`src/rtl/scr1_pipe_dbga_ms_if.sv`:
```
// DBGC-side command/ack and debug data register signals of the debug agent.
interface scr1_pipe_dbga_ms_if #(
    parameter int STEP_W = 8,
    parameter int DDR_W  = 32
);
    logic              cmd_req;
    logic [1:0]        cmd;
    logic [STEP_W-1:0] step_cnt;
    logic              cmd_ack;
    logic              cmd_nack;
    logic [DDR_W-1:0]  ddr_in;
    logic              ddr_we;
    logic [DDR_W-1:0]  ddr_out;

    modport master (
        output cmd_req, cmd, step_cnt, ddr_in, ddr_we,
        input  cmd_ack, cmd_nack, ddr_out
    );

    modport slave (
        input  cmd_req, cmd, step_cnt, ddr_in, ddr_we,
        output cmd_ack, cmd_nack, ddr_out
    );
endinterface

```
`src/rtl/scr1_pipe_dbga_ms.sv`:
```
// Debug agent: halt/resume with bounded drain, N-instruction stepping, entry cause capture.
// Optional SCR1_DBGA_HALT_CNT_EN adds a saturating halted-cycle counter output.
module scr1_pipe_dbga_ms #(
    parameter int TIMEOUT_W = 6,
    parameter int STEP_W    = 8,
    parameter int DDR_W     = 32
) (
    input  logic                 clk,
    input  logic                 rst_n,
    scr1_pipe_dbga_ms_if.slave   dbgc,
    input  logic [2:0]           dmode_en,
    input  logic                 fetch_src_dbgc,
    input  logic                 exu_busy,
    input  logic                 instret,
    input  logic                 exu_exc_req,
    input  logic                 brkpt,
    input  logic                 exu_init_pc,
    output logic                 exu_no_commit,
    output logic                 fetch_dbgc,
    output logic                 dbg_halted,
    output logic                 dbg_run2halt,
    output logic                 dbg_halt2run,
    output logic                 dbg_run_start,
    output logic [3:0]           cause,
    output logic                 except,
    output logic                 timeout
`ifdef SCR1_DBGA_HALT_CNT_EN
    ,
    output logic [31:0]          halt_cycles
`endif
);

    typedef enum logic [1:0] {
        ST_RUN    = 2'd0,
        ST_DRAIN  = 2'd1,
        ST_STEP   = 2'd2,
        ST_HALTED = 2'd3
    } state_e;

    typedef enum logic [1:0] {
        CMD_HALT   = 2'd0,
        CMD_RESUME = 2'd1,
        CMD_STEP   = 2'd2,
        CMD_RSVD   = 2'd3
    } cmd_e;

    state_e                state_q, state_d;
    logic [TIMEOUT_W-1:0]  tmo_q, tmo_d;
    logic [STEP_W-1:0]     step_q, step_d;
    logic [3:0]            cause_d;
    logic                  except_d, timeout_d, fetch_d;
    logic                  ack, nack, run2halt, halt2run;
    logic                  cmd_halt, rst_e, brk_e, entry, sstep_hit, sstep_halt;

    // Entry terms only count once the EXU is idle; the breakpoint term alone drives no_commit.
    assign rst_e    = ~exu_busy & dmode_en[1] & exu_init_pc;
    assign brk_e    = ~exu_busy & dmode_en[2] & brkpt;
    assign entry    = rst_e | brk_e;
    assign cmd_halt = dbgc.cmd_req & (dbgc.cmd == CMD_HALT);

    // NOTE: every output of this block gets a default first so no path infers a latch.
    always_comb begin
        state_d       = state_q;
        tmo_d         = tmo_q;
        step_d        = step_q;
        cause_d       = cause;
        except_d      = except;
        timeout_d     = timeout;
        fetch_d       = fetch_dbgc;
        ack           = 1'b0;
        nack          = 1'b0;
        run2halt      = 1'b0;
        halt2run      = 1'b0;
        exu_no_commit = 1'b0;
        sstep_hit     = 1'b0;
        sstep_halt    = 1'b0;

        if (fetch_dbgc && instret) fetch_d = 1'b0;

        unique case (state_q)
            ST_RUN, ST_STEP: begin
                exu_no_commit = dmode_en[2] & brkpt;
                if (state_q == ST_STEP && instret) begin
                    sstep_hit = (step_q == STEP_W'(1));
                    if (step_q != '0) step_d = step_q - STEP_W'(1);
                end
                sstep_halt = sstep_hit & dmode_en[0];

                if (dbgc.cmd_req && !cmd_halt) nack = 1'b1;

                if ((cmd_halt && !exu_busy) || entry || sstep_halt) begin
                    ack       = cmd_halt;
                    run2halt  = 1'b1;
                    state_d   = ST_HALTED;
                    cause_d   = {cmd_halt, sstep_halt, brk_e, rst_e};
                    except_d  = exu_exc_req;
                    timeout_d = 1'b0;
                end else if (cmd_halt) begin
                    state_d = ST_DRAIN;
                    tmo_d   = '1;
                end else if (sstep_hit) begin
                    state_d = ST_RUN;
                end
            end

            ST_DRAIN: begin
                if (tmo_q != '0) tmo_d = tmo_q - TIMEOUT_W'(1);
                // A completion response owns the ack/nack wires over a colliding new command.
                if (!exu_busy || tmo_q == '0) begin
                    ack       = ~exu_busy;
                    nack      = exu_busy;
                    run2halt  = 1'b1;
                    state_d   = ST_HALTED;
                    cause_d   = {1'b1, 1'b0, brk_e, rst_e};
                    except_d  = exu_exc_req;
                    timeout_d = exu_busy;
                end else if (dbgc.cmd_req) begin
                    nack = 1'b1;
                end
            end

            ST_HALTED: begin
                if (dbgc.cmd_req) begin
                    unique case (dbgc.cmd)
                        CMD_RESUME: begin
                            ack      = 1'b1;
                            halt2run = 1'b1;
                            state_d  = ST_RUN;
                            fetch_d  = fetch_src_dbgc;
                        end
                        CMD_STEP: begin
                            ack      = 1'b1;
                            halt2run = 1'b1;
                            state_d  = ST_STEP;
                            step_d   = (dbgc.step_cnt == '0) ? STEP_W'(1) : dbgc.step_cnt;
                        end
                        default: nack = 1'b1;
                    endcase
                end
            end

            default: state_d = ST_RUN;
        endcase
    end

    // NOTE: sequential state is updated with non-blocking assignments only.
    always_ff @(posedge clk or negedge rst_n) begin
        if (!rst_n) begin
            state_q       <= ST_RUN;
            tmo_q         <= '1;
            step_q        <= '0;
            cause         <= '0;
            except        <= 1'b0;
            timeout       <= 1'b0;
            fetch_dbgc    <= 1'b0;
            dbg_run_start <= 1'b0;
            dbgc.ddr_out  <= '0;
        end else begin
            state_q       <= state_d;
            tmo_q         <= tmo_d;
            step_q        <= step_d;
            cause         <= cause_d;
            except        <= except_d;
            timeout       <= timeout_d;
            fetch_dbgc    <= fetch_d;
            dbg_run_start <= halt2run;
            if (dbgc.ddr_we) dbgc.ddr_out <= dbgc.ddr_in;
        end
    end

`ifdef SCR1_DBGA_HALT_CNT_EN
    always_ff @(posedge clk or negedge rst_n) begin
        if (!rst_n) begin
            halt_cycles <= '0;
        end else if (run2halt) begin
            halt_cycles <= '0;
        end else if (state_q == ST_HALTED && halt_cycles != '1) begin
            halt_cycles <= halt_cycles + 32'd1;
        end
    end
`endif

    assign dbgc.cmd_ack  = ack;
    assign dbgc.cmd_nack = nack;
    assign dbg_run2halt  = run2halt;
    assign dbg_halt2run  = halt2run;
    assign dbg_halted    = (state_q == ST_HALTED);

endmodule
```
`src/flat_wrapper.sv`:
```
// flat-port wrapper written by rule: the top's interface ports become plain ports
module scr1_pipe_dbga_ms_flat 
#(
    parameter int TIMEOUT_W = 6,
    parameter int STEP_W    = 8,
    parameter int DDR_W     = 32
)
  (clk, rst_n, dmode_en, fetch_src_dbgc, exu_busy, instret, exu_exc_req, brkpt, exu_init_pc, exu_no_commit, fetch_dbgc, dbg_halted, dbg_run2halt, dbg_halt2run, dbg_run_start, cause, except, timeout, dbgc_cmd_req, dbgc_cmd, dbgc_step_cnt, dbgc_ddr_in, dbgc_ddr_we, dbgc_cmd_ack, dbgc_cmd_nack, dbgc_ddr_out);
  scr1_pipe_dbga_ms_if #(.STEP_W(STEP_W), .DDR_W(DDR_W)) dbgc_i ();
  input  logic clk;
  input  logic rst_n;
  input  logic [2:0] dmode_en;
  input  logic fetch_src_dbgc;
  input  logic exu_busy;
  input  logic instret;
  input  logic exu_exc_req;
  input  logic brkpt;
  input  logic exu_init_pc;
  output logic exu_no_commit;
  output logic fetch_dbgc;
  output logic dbg_halted;
  output logic dbg_run2halt;
  output logic dbg_halt2run;
  output logic dbg_run_start;
  output logic [3:0] cause;
  output logic except;
  output logic timeout;
  input wire logic [$bits(dbgc_i.cmd_req)-1:0] dbgc_cmd_req;
  input wire logic [$bits(dbgc_i.cmd)-1:0] dbgc_cmd;
  input wire logic [$bits(dbgc_i.step_cnt)-1:0] dbgc_step_cnt;
  input wire logic [$bits(dbgc_i.ddr_in)-1:0] dbgc_ddr_in;
  input wire logic [$bits(dbgc_i.ddr_we)-1:0] dbgc_ddr_we;
  output wire logic [$bits(dbgc_i.cmd_ack)-1:0] dbgc_cmd_ack;
  output wire logic [$bits(dbgc_i.cmd_nack)-1:0] dbgc_cmd_nack;
  output wire logic [$bits(dbgc_i.ddr_out)-1:0] dbgc_ddr_out;
  assign dbgc_i.cmd_req = dbgc_cmd_req;
  assign dbgc_i.cmd = dbgc_cmd;
  assign dbgc_i.step_cnt = dbgc_step_cnt;
  assign dbgc_i.ddr_in = dbgc_ddr_in;
  assign dbgc_i.ddr_we = dbgc_ddr_we;
  assign dbgc_cmd_ack = dbgc_i.cmd_ack;
  assign dbgc_cmd_nack = dbgc_i.cmd_nack;
  assign dbgc_ddr_out = dbgc_i.ddr_out;
  scr1_pipe_dbga_ms #(.TIMEOUT_W(TIMEOUT_W), .STEP_W(STEP_W), .DDR_W(DDR_W)) u_core (.clk(clk), .rst_n(rst_n), .dbgc(dbgc_i), .dmode_en(dmode_en), .fetch_src_dbgc(fetch_src_dbgc), .exu_busy(exu_busy), .instret(instret), .exu_exc_req(exu_exc_req), .brkpt(brkpt), .exu_init_pc(exu_init_pc), .exu_no_commit(exu_no_commit), .fetch_dbgc(fetch_dbgc), .dbg_halted(dbg_halted), .dbg_run2halt(dbg_run2halt), .dbg_halt2run(dbg_halt2run), .dbg_run_start(dbg_run_start), .cause(cause), .except(except), .timeout(timeout));
endmodule
```
`config.mk`:
```
export PLATFORM = sky130hd
export DESIGN_NAME = scr1_pipe_dbga_ms_flat
export DESIGN_NICKNAME = d
export VERILOG_FILES = /design/src/rtl/scr1_pipe_dbga_ms_if.sv /design/src/rtl/scr1_pipe_dbga_ms.sv /design/src/flat_wrapper.sv
export SDC_FILE = /design/constraint.sdc
export NUM_CORES = 1
export LEC_CHECK = 0
export BUFFER_PORTS_ARGS = -buffer_cell sky130_fd_sc_hd__buf_4
export CAP_MARGIN = 20
export CORE_ASPECT_RATIO = 1.25
export CORE_MARGIN = 10
export CORE_UTILIZATION = 55
export CTS_BUF_LIST = sky130_fd_sc_hd__clkbuf_8
export DETAILED_ROUTE_END_ITERATION = 7
export GPL_ROUTABILITY_DRIVEN = 0
export HOLD_SLACK_MARGIN = 0.03
export PLACE_DENSITY_LB_ADDON = 0.1
export SLEW_MARGIN = 5
export SYNTH_ARGS = -nofsm -noshare
export SYNTH_HDL_FRONTEND = slang
export SYNTH_SLANG_ARGS = --single-unit
export TNS_END_PERCENT = 20
```
`constraint.sdc`:
```
create_clock -name clk -period 4.3 [get_ports clk]
set_input_delay 1.075 -clock clk [delete_from_list [all_inputs] [get_ports clk]]
set_output_delay 1.075 -clock clk [all_outputs]
set_load 0.02 [all_outputs]
```
==> flow_results.org, run 1 <==
** Placed design
- In this run the cell area measured after placement is 3540 sq um.
- Summed over all nets, the half-perimeter wirelength after detailed placement is between 5 and 6 mm.
- Pre-CTS worst setup slack :: approximately 0.55 ns
- Total of buffers placed on input and output ports :: 100

** Yosys
- Counting instances in the post-synthesis netlist gives the leading cell types as dfrtp_1 (50), mux2_2 (33), nor2_1 (14).
- The Yosys step of the flow raised 0 warnings.
- Cell taking the most area after synthesis :: dfrtp_1
- After synthesis the cells add up to approximately 2800 sq um.
- The most used flip-flop cell after synthesis is dfrtp_1.
- Post-synthesis instance total :: 235
- Synthesis produced a netlist with a net count of roughly 300.
- The average instance in the mapped netlist occupies 11.7 sq um.
- Number of enable flip-flop cells after synthesis :: 0
- Sequential cells were found to cover 51.2% of the synthesized design area.
- After synthesis, the cell types taking the most area are dfrtp_1 (45%), mux2_2 (14%), dfstp_2 (5.7%).
- Flip-flop and latch count after synthesis :: between 50 and 60
- Area fraction of the dominant cell type after synthesis :: 45.5%
- For this run, asynchronously set or reset flops after synthesis account for 100%.
- Count of unique library cells instantiated by Yosys :: 50
- The most common cell in the synthesized netlist is dfrtp_1.

** Setup path
- Minimum setup slack among reg-to-reg paths :: ~2.1 ns
- Cells traversed along the worst timing path :: buf_4 > inv_1 > ha_1 > a222oi_1 > nor3_1 > a211oi_4 > inv_1 > buf_4
- Critical path endpoint :: dbg_run2halt
- Slowest cell on crit path :: a211oi_4
- The critical path in this run is classified as input port to output pin.
- Cells on worst reg2reg path :: 6
- Kind of start point of the critical path :: input port
- Critical path arrival :: around 2.7 ns
- Worst setup path startpoint :: dbgc_cmd[0]
- Highest net fanout along the worst path :: 5
- In this design, the stage delay of the slowest critical-path cell is 0.40 ns.
- For the worst setup path, the data required time is 3.22 ns.
- RR Startpoint :: u_core.state_q[0]
- Setup crit end kind :: output pin
- The worst register-to-register path ends at u_core.step_q[1].

** Power and ir drop
- Internal power :: approximately 1.1 mW
- In this run the power density over the cells is between 400 and 500 nW/um^2.
- Switching Power :: 0.688 mW
- IR drop worst, VDD :: 293 uV
- Summed over all cells, the static leakage comes to about 1.7 nW.
- Design Power :: 1.81 mW
- Part of the total power dissipated in sequential elements :: 42.9%
- Combinational cell fraction of total power :: 41.1%
- Power share of the clock group :: between 15 and 20%
- Of the total power, the share spent switching nets is 38.1%.

** STA
- Setup slack on the critical path of the routed design comes to 0.576 ns.
- Measured against its own limit, the worst slew margin works out to 51.3%.
- Slew at the pin with the worst max-slew slack :: around 0.73 ns
- The final count of pins violating max slew came to 0.
- Setup repair after global routing left no endpoint under its margin.
- Fin Clk Skew :: roughly 0.0043 ns
- Of the available clock period, the critical path in the final layout requires 86.6%.
- For the final routed database, the setup TNS stands at 0 ns.
- The smallest clock period supported by the final layout is computed as between 3 and 4 ns.
- Endpoints failing hold :: 0
- Setup violations remaining at the end of the flow were counted as 0.
- Derived from the worst setup path, the maximum achievable clock frequency is 0.269 GHz.

** Final layout
- Final design area excluding fillers :: about 3600 sq um
- Counting the fill cells in the layout gives 342.
- For this run, the post-layout net count is roughly 390.
- 0 antenna diodes ended up in the layout.
- Relative to the synthesized area, the layout overhead comes to 31.9%.
- Cells fill 75.6% of the core in the end.
- Share of cells above drive strength 1 :: ~49%

** GRT
- M2 GR Usage :: 27.7%
- Total congestion overflow :: 0
- The first global-routing pass estimated 11.6 mm of wire.
- The number of antenna violations at the first check in global routing is 0.
- GRT Total Usage :: around 17%
- Maximum number of pins on one net before global-route repair :: 57
- Number of global-route vias before repair :: 2321
- met2 is the most crowded layer.
- Global routing consumed, on the met3 layer, 4.78% of the routing resources.
- Met1 Track Usage GR :: between 20% and 30%

** Run status
- Result of the run :: finished clean

** Floorplan
- The floorplan step defined a die boundary enclosing just over 8000 sq um.
- The initialized floorplan defines 28 standard-cell rows.
- # IOs :: roughly 100
- The die is 83.3 um wide.
- The initial utilization of the core area, before any placement, comes to around 57%.
- Chip height :: 99.1 um
- The core region is around 4800 sq um.

** Detailed routing
- The final route contains roughly 2200 vias.
- The detailed router finished its first iteration with 121 violations.
- Routed len/inst :: about 18 um
- For this run, design rule violations remaining after detail routing come to 0.
- Number of nets with antenna violations after detailed routing :: 0
- Dividing the detail-routed via count by the number of cells gives 5.62.
- Final Routed Wirelength :: slightly below 7 mm
- For this run, the detailed router's first-pass iteration total came to 6.

** CTS
- The H-tree was split into 2 levels.
- Insertion delay to the later sink of the worst-skew pair :: ~0.30 ns
- The tree is rooted in a clkbuf_8.
- TritonCTS built the clock tree.
- Post-CTS Setup Repair Bufs :: 0
- No sink is reached through more buffers than the 2 on the longest clock path.
- For this design, the CTS-stage hold fixing added 0 buffers.
- After clock tree synthesis, the clock-pin slew on the worst setup and hold paths is around 0.10 ns.
- Buffers inserted during clock tree synthesis total 5.
- Once the clock tree was built, the resizer swapped 0 gates to a different size.
- The clock drives 56 sinks.

** Run
- Max capacitance violation total :: 0

** Hold path
- Hold Crit Class :: flop to flop
## metrics by stage
stage	hold slack (ns)	cells
finish	0.503	394
floorplan	0.456	235
global route	0.522	394
CTS	0.506	394
global placement	0.472	386
detailed placement	0.475	386
## worst max-delay path: cells and delay by family
kind / cells / cell delay [ns]
compound gates: 2 / 0.79
buf+inv: 4 / 0.36
fa+ha+maj: 1 / 0.25
simple gates: 1 / 0.16
## power by group through the flow
| stage | sequential, mW | clock, mW | combinational (mW) |
|---|---|---|---|
| 2_1_floorplan | 0.811 | 0 | 0.438 |
| 3_3_place_gp | 0.776 | 0 | 0.733 |
| 3_5_place_dp | 0.782 | 0 | 0.746 |
| 4_1_cts | 0.773 | 0.298 | 0.747 |
| 5_1_grt | 0.795 | 0.319 | 0.814 |
| 6_report | 0.774 | 0.289 | 0.742 |
## registers in the layout, summed over array words and instances (netlist names)
| signal | flops |
|---|---|
| u_core.cause | 4 |
| u_core.dbg_run_start | 1 |
| u_core.dbgc.ddr_out | 32 |
| u_core.except | 1 |
| u_core.fetch_dbgc | 1 |
| u_core.state_q | 2 |
| u_core.step_q | 8 |
| u_core.timeout | 1 |
| u_core.tmo_q | 6 |
## cell usage in the layout, fill, tap and decap left out, types with 4 or more instances in the layout
cell type / synthesis / routed
nor3_1: 6 / 6
dfstp_2: 6 / 6
nor4_1: 4 / 4
o2bb2ai_1: 6 / 6
dfrtp_1: 50 / 50
nor2_1: 14 / 14
o22ai_1: 6 / 6
o21ai_0: 11 / 11
clkbuf_8: 0 / 5
buf_4: 0 / 101
ha_1: 6 / 6
nand2_1: 7 / 7
inv_1: 13 / 13
a21oi_1: 13 / 13
mux2_2: 33 / 33
## layer usage
metal,wire length (um),vias to the layer above
li1,-,1059
met1,2990,1066
met2,3370,86
met3,529,5
met4,37,0
met5,0,-
## logic make-up (layout without fill, tap and decap cells)
family,Yosys count,in the layout,share of synthesized area (%)
AOI/OAI and AO/OA,58,58,15.5
adders and majority gates,6,6,2.73
buffers and inverters,23,122,3.50
DFF,56,56,51.2
muxes,36,36,15.1
and+or+nand+nor,56,56,11.9
## worst min-delay path by stage
stage / start / to / slack, ns / cells past startpoint
final: u_core.tmo_q[2] / u_core.tmo_q[2] / 0.50 / 2
after floorplan: u_core.tmo_q[4] / u_core.tmo_q[4] / 0.46 / 2
after global routing: u_core.tmo_q[2] / u_core.tmo_q[2] / 0.52 / 2
after CTS: u_core.tmo_q[2] / u_core.tmo_q[2] / 0.51 / 2
after detailed placement: u_core.cause[2] / u_core.cause[2] / 0.48 / 1
after global placement: u_core.tmo_q[4] / u_core.tmo_q[4] / 0.47 / 2
## cell type report
type | count | area, sq um | area share (%)
clock buffers | 5 | 68.8 | 1.90
clock inverters | 3 | 22.5 | 0.621
inverters | 13 | 48.8 | 1.34
multi-input cells | 156 | 1250 | 34.3
flip-flops and latches | 56 | 1410 | 38.8
well taps | 60 | 75.1 | 2.07
repair buffers | 101 | 758 | 20.9
Note: power is estimated with default switching activity, not from simulation.
==> run 2: changes to the inputs <==
--- a/config.mk
+++ b/config.mk
@@ -8,9 +8,9 @@
 export BUFFER_PORTS_ARGS = -buffer_cell sky130_fd_sc_hd__buf_4
 export CAP_MARGIN = 20
 export CORE_ASPECT_RATIO = 1.25
-export CORE_MARGIN = 10
+export CORE_MARGIN = 1
 export CORE_UTILIZATION = 55
-export CTS_BUF_LIST = sky130_fd_sc_hd__clkbuf_8
+export CTS_BUF_LIST = sky130_fd_sc_hd__clkbuf_2
 export DETAILED_ROUTE_END_ITERATION = 7
 export GPL_ROUTABILITY_DRIVEN = 0
 export HOLD_SLACK_MARGIN = 0.03
==> run 2 against run 1 <==
Die area decreased by 36%. Global-route usage increased by 7.8 points. Clock skew increased by 0.0016 ns. Sequential share of layout area increased by 0.56 points. Non-clock buffer count decreased by 1. Maximum frequency about the same. Critical path depth unchanged. Worst setup slack about the same. Sequential power about the same. Sequential cell count unchanged. Critical endpoint unchanged. Largest cell class unchanged.
==> flow_results.org, run 2 (same netlist as run 1, synthesis figures left out) <==
** Detailed routing
- The number of nets with antenna violations after detailed routing is 0 (unchanged).
- The total DRC errors in the routed layout came to 0 (unchanged).
- The number of violations reported at the end of detailed-routing iteration 0 is 135 (was 121).
- The routed wire length came to 6.16 mm (was 6.93 mm).
- Detailed-route via count :: 2223 (was 2216)
- The first-pass detailed-route iteration total was 4 (was 6).
- The average detailed-routed wire length per instance came to 15.7 um (was 17.6 um).
- The detailed-route vias per instance was 5.66 (was 5.62).

** Floorplan
- Chip height :: 81.1 um (was 99.1 um)
- # IOs :: 101 (unchanged)
- X dimension of the die :: 65.3 um (was 83.3 um)
- The starting utilization of the core area was 57.7% (was 57.3%).
- The floorplan die area was 5290 sq um (was 8250 sq um).
- Core ar. :: 4760 sq um (was 4800 sq um)
- Number of placement rows :: 28 (unchanged)

** STA
- Setup tns final :: 0 ns (unchanged)
- The peak clock frequency supported by timing was 0.269 GHz (about the same).
- The final critical delay including setup and external delays is 3.72 ns (about the same).
- Unrepaired setup endpoints after global routing :: no (unchanged)
- Fin Clk Skew :: 0.00584 ns (was 0.00426 ns)
- The worst-margin pin slew is 0.751 ns (was 0.730 ns).
- The count of final setup violators came to 0 (unchanged).
- Slew Limit Fails :: 0 (unchanged)
- The tightest slew margin relative to the limit came to 49.8% (was 51.3%).
- Endpoints failing hold :: 0 (unchanged)
- Final worst path period share :: 86.6% (about the same)

** Final layout
- Biggest registers after layout: u_core.dbgc.ddr_out (32), u_core.step_q (8), u_core.tmo_q (6) (unchanged).
- The flip-flop count of the largest register, all copies and words added was 32 (unchanged).
- Area overhead of the layout relative to synthesis :: 30.0% (was 31.9%)
- The register bank with the most flops is u_core.dbgc.ddr_out (unchanged).
- The total number of nets in the final design came to 393 (was 394).
- The filler cell count was 345 (was 342).
- Share of cells above drive strength 1 :: 48.6% (was 48.8%)
- Most frequent cells in the layout: buf_4 (100), dfrtp_1 (50), mux2_2 (33) (was buf_4 (101), dfrtp_1 (50), mux2_2 (33)).
- The count of antenna diodes in the layout came to 0 (unchanged).
- The most common cell after layout, fill and taps aside is buf_4 (unchanged).

** GRT
- The fraction of met2 tracks used by global routing is 40.4% (was 27.7%).
- The number of global-route vias before repair was 1991 (was 2321).
- The global-route wire length before repair is 9.71 mm (was 11.6 mm).
- Maximum number of pins on one net before global-route repair :: 57 (unchanged)
- GRT met3 Usage :: 5.90% (was 4.78%)
- GRT Total Usage :: 24.3% (was 16.6%)
- The layer with the highest usage is met2 (unchanged).
- The number of antenna violations at the first check in global routing is 0 (unchanged).
- Total congestion overflow :: 0 (unchanged)
- The met1 track demand over resource was 31.3% (was 20.5%).

** Setup path
- The worst setup path endpoint is dbg_run2halt (unchanged).
- Cell count along the critical path :: 8 (unchanged)
- The data arrival time of the critical path came to 2.65 ns (about the same).
- The endpoint of the most critical register-to-register path was u_core.step_q[1] (unchanged).
- Highest net fanout along the worst path :: 5 (unchanged)
- Cells traversed along the worst timing path: buf_4 > inv_1 > ha_1 > a222oi_1 > nor3_1 > a211oi_4 > inv_1 > buf_4 (unchanged).
- Critical path's top delay family :: compound AO/OA/AOI/OAI gates (unchanged)
- Req. time, crit path :: 3.22 ns (about the same)
- The element type at the critical path start is an input port (unchanged).
- The number of buffer and inverter stages on the critical path is 4 (unchanged).
- Delay of the slowest critical-path stage :: 0.40 ns (about the same)
- The category of the worst setup path capture point is an output pin (unchanged).
- The path depth of the worst reg2reg path came to 5 (was 6).
- Worst setup path startpoint :: dbgc_cmd[0] (unchanged)
- Minimum setup slack among reg-to-reg paths :: 1.91 ns (was 2.10 ns)
- Worst setup path class :: input port to output pin (unchanged)
- The launch instance of the worst register-to-register path is u_core.state_q[0] (unchanged).
- The slowest cell on the critical path is a211oi_4 (unchanged).

** Run
- Max capacitance violation total :: 0 (unchanged)

** CTS
- Clock buffer count from CTS :: 5 (unchanged)
- The clock slew at the register clock pins of the worst setup and hold paths is 0.28 ns (was 0.10 ns).
- Sink Count :: 56 (unchanged)
- The number of H-tree levels came to 2 (unchanged).
- The clock latency on the worst-skew pair came to 0.44 ns (was 0.30 ns).
- The number of resized instances in the post-cts repair step is 0 (unchanged).
- Post-CTS Setup Repair Bufs :: 0 (unchanged)
- The largest buffer count on any clock path is 2 (unchanged).
- The count of hold-fix buffers inserted at cts is 0 (unchanged).
- TritonCTS clock tree :: built (unchanged)
- Clock tree root buffer cell :: clkbuf_2 (was clkbuf_8)

** Run status
- Result of the run :: finished clean (unchanged)

** Hold path
- Hold Crit Class :: flop to flop (unchanged)

** Power and ir drop
- The leakage power summed over all cells was 1.70 nW (was 1.72 nW).
- IR drop worst, VDD :: 301 uV (was 293 uV)
- The total power density per cell area came to 481 nW/um^2 (was 498 nW/um^2).
- Design Power :: 1.72 mW (was 1.81 mW)

** Placed design
- The detailed placer's ending HPWL was 4.64 mm (was 5.49 mm).
- The number of input and output port buffers inserted was 100 (unchanged).
run 2: worst min-delay path by stage:
| stage | from | to | slack (ns) | cells after the start |
|---|---|---|---|---|
| 3_5_place_dp | u_core.cause[2] | u_core.cause[2] | 0.48 | 1 |
| 5_1_grt | u_core.tmo_q[4] | u_core.tmo_q[4] | 0.54 | 2 |
| 2_1_floorplan | u_core.tmo_q[4] | u_core.tmo_q[4] | 0.46 | 2 |
| 3_3_place_gp | u_core.cause[2] | u_core.cause[2] | 0.47 | 1 |
| 6_report | u_core.tmo_q[4] | u_core.tmo_q[4] | 0.52 | 2 |
| 4_1_cts | u_core.tmo_q[4] | u_core.tmo_q[4] | 0.51 | 2 |
run 2: layout make-up:
cell class                 instances  area (sq um)  area share [%]
clock buffer                       5          25.0           0.700
timing repair buffer             100           751            21.0
clock inverter                     3          22.5           0.630
sequential                        56          1410            39.4
inverter                          13          48.8            1.36
multi-input combinational        156          1250            34.8
tap                               60          75.1            2.10
run 2: through the flow:
step | worst slack [ns] | std cells | hold WS [ns] | utilization, % | instance area (sq um)
final | 0.576 | 393 | 0.517 | 75.1 | 3580
after global routing | 0.395 | 393 | 0.536 | 75.1 | 3580
after CTS | 0.568 | 393 | 0.512 | 75.1 | 3580
after detailed placement | 0.579 | 385 | 0.475 | 74.1 | 3530
after global placement | 0.629 | 385 | 0.473 | 74.1 | 3530
after floorplan | 0.892 | 235 | 0.456 | - | 2750
run 2: worst register-to-register path, stage by stage (launching register included):
cell	delay [ns]
dfrtp_1	0.67
nand2_1	0.27
inv_1	0.50
and3_1	0.48
nor2_4	0.12
mux2_2	0.29
run 2: where the power goes:
group,total [mW],switching [mW],internal (mW)
combinational,0.731,0.393,0.338
sequential,0.775,0.120,0.655
clock,0.213,0.169,0.0431
total,1.72,0.683,1.04
run 2: per-layer routing:
metal / vias to the layer above / share of wire [%]
met5: - / 0
met4: 0 / 0.75
met3: 4 / 7.9
met2: 92 / 50
met1: 1072 / 42
li1: 1055 / -
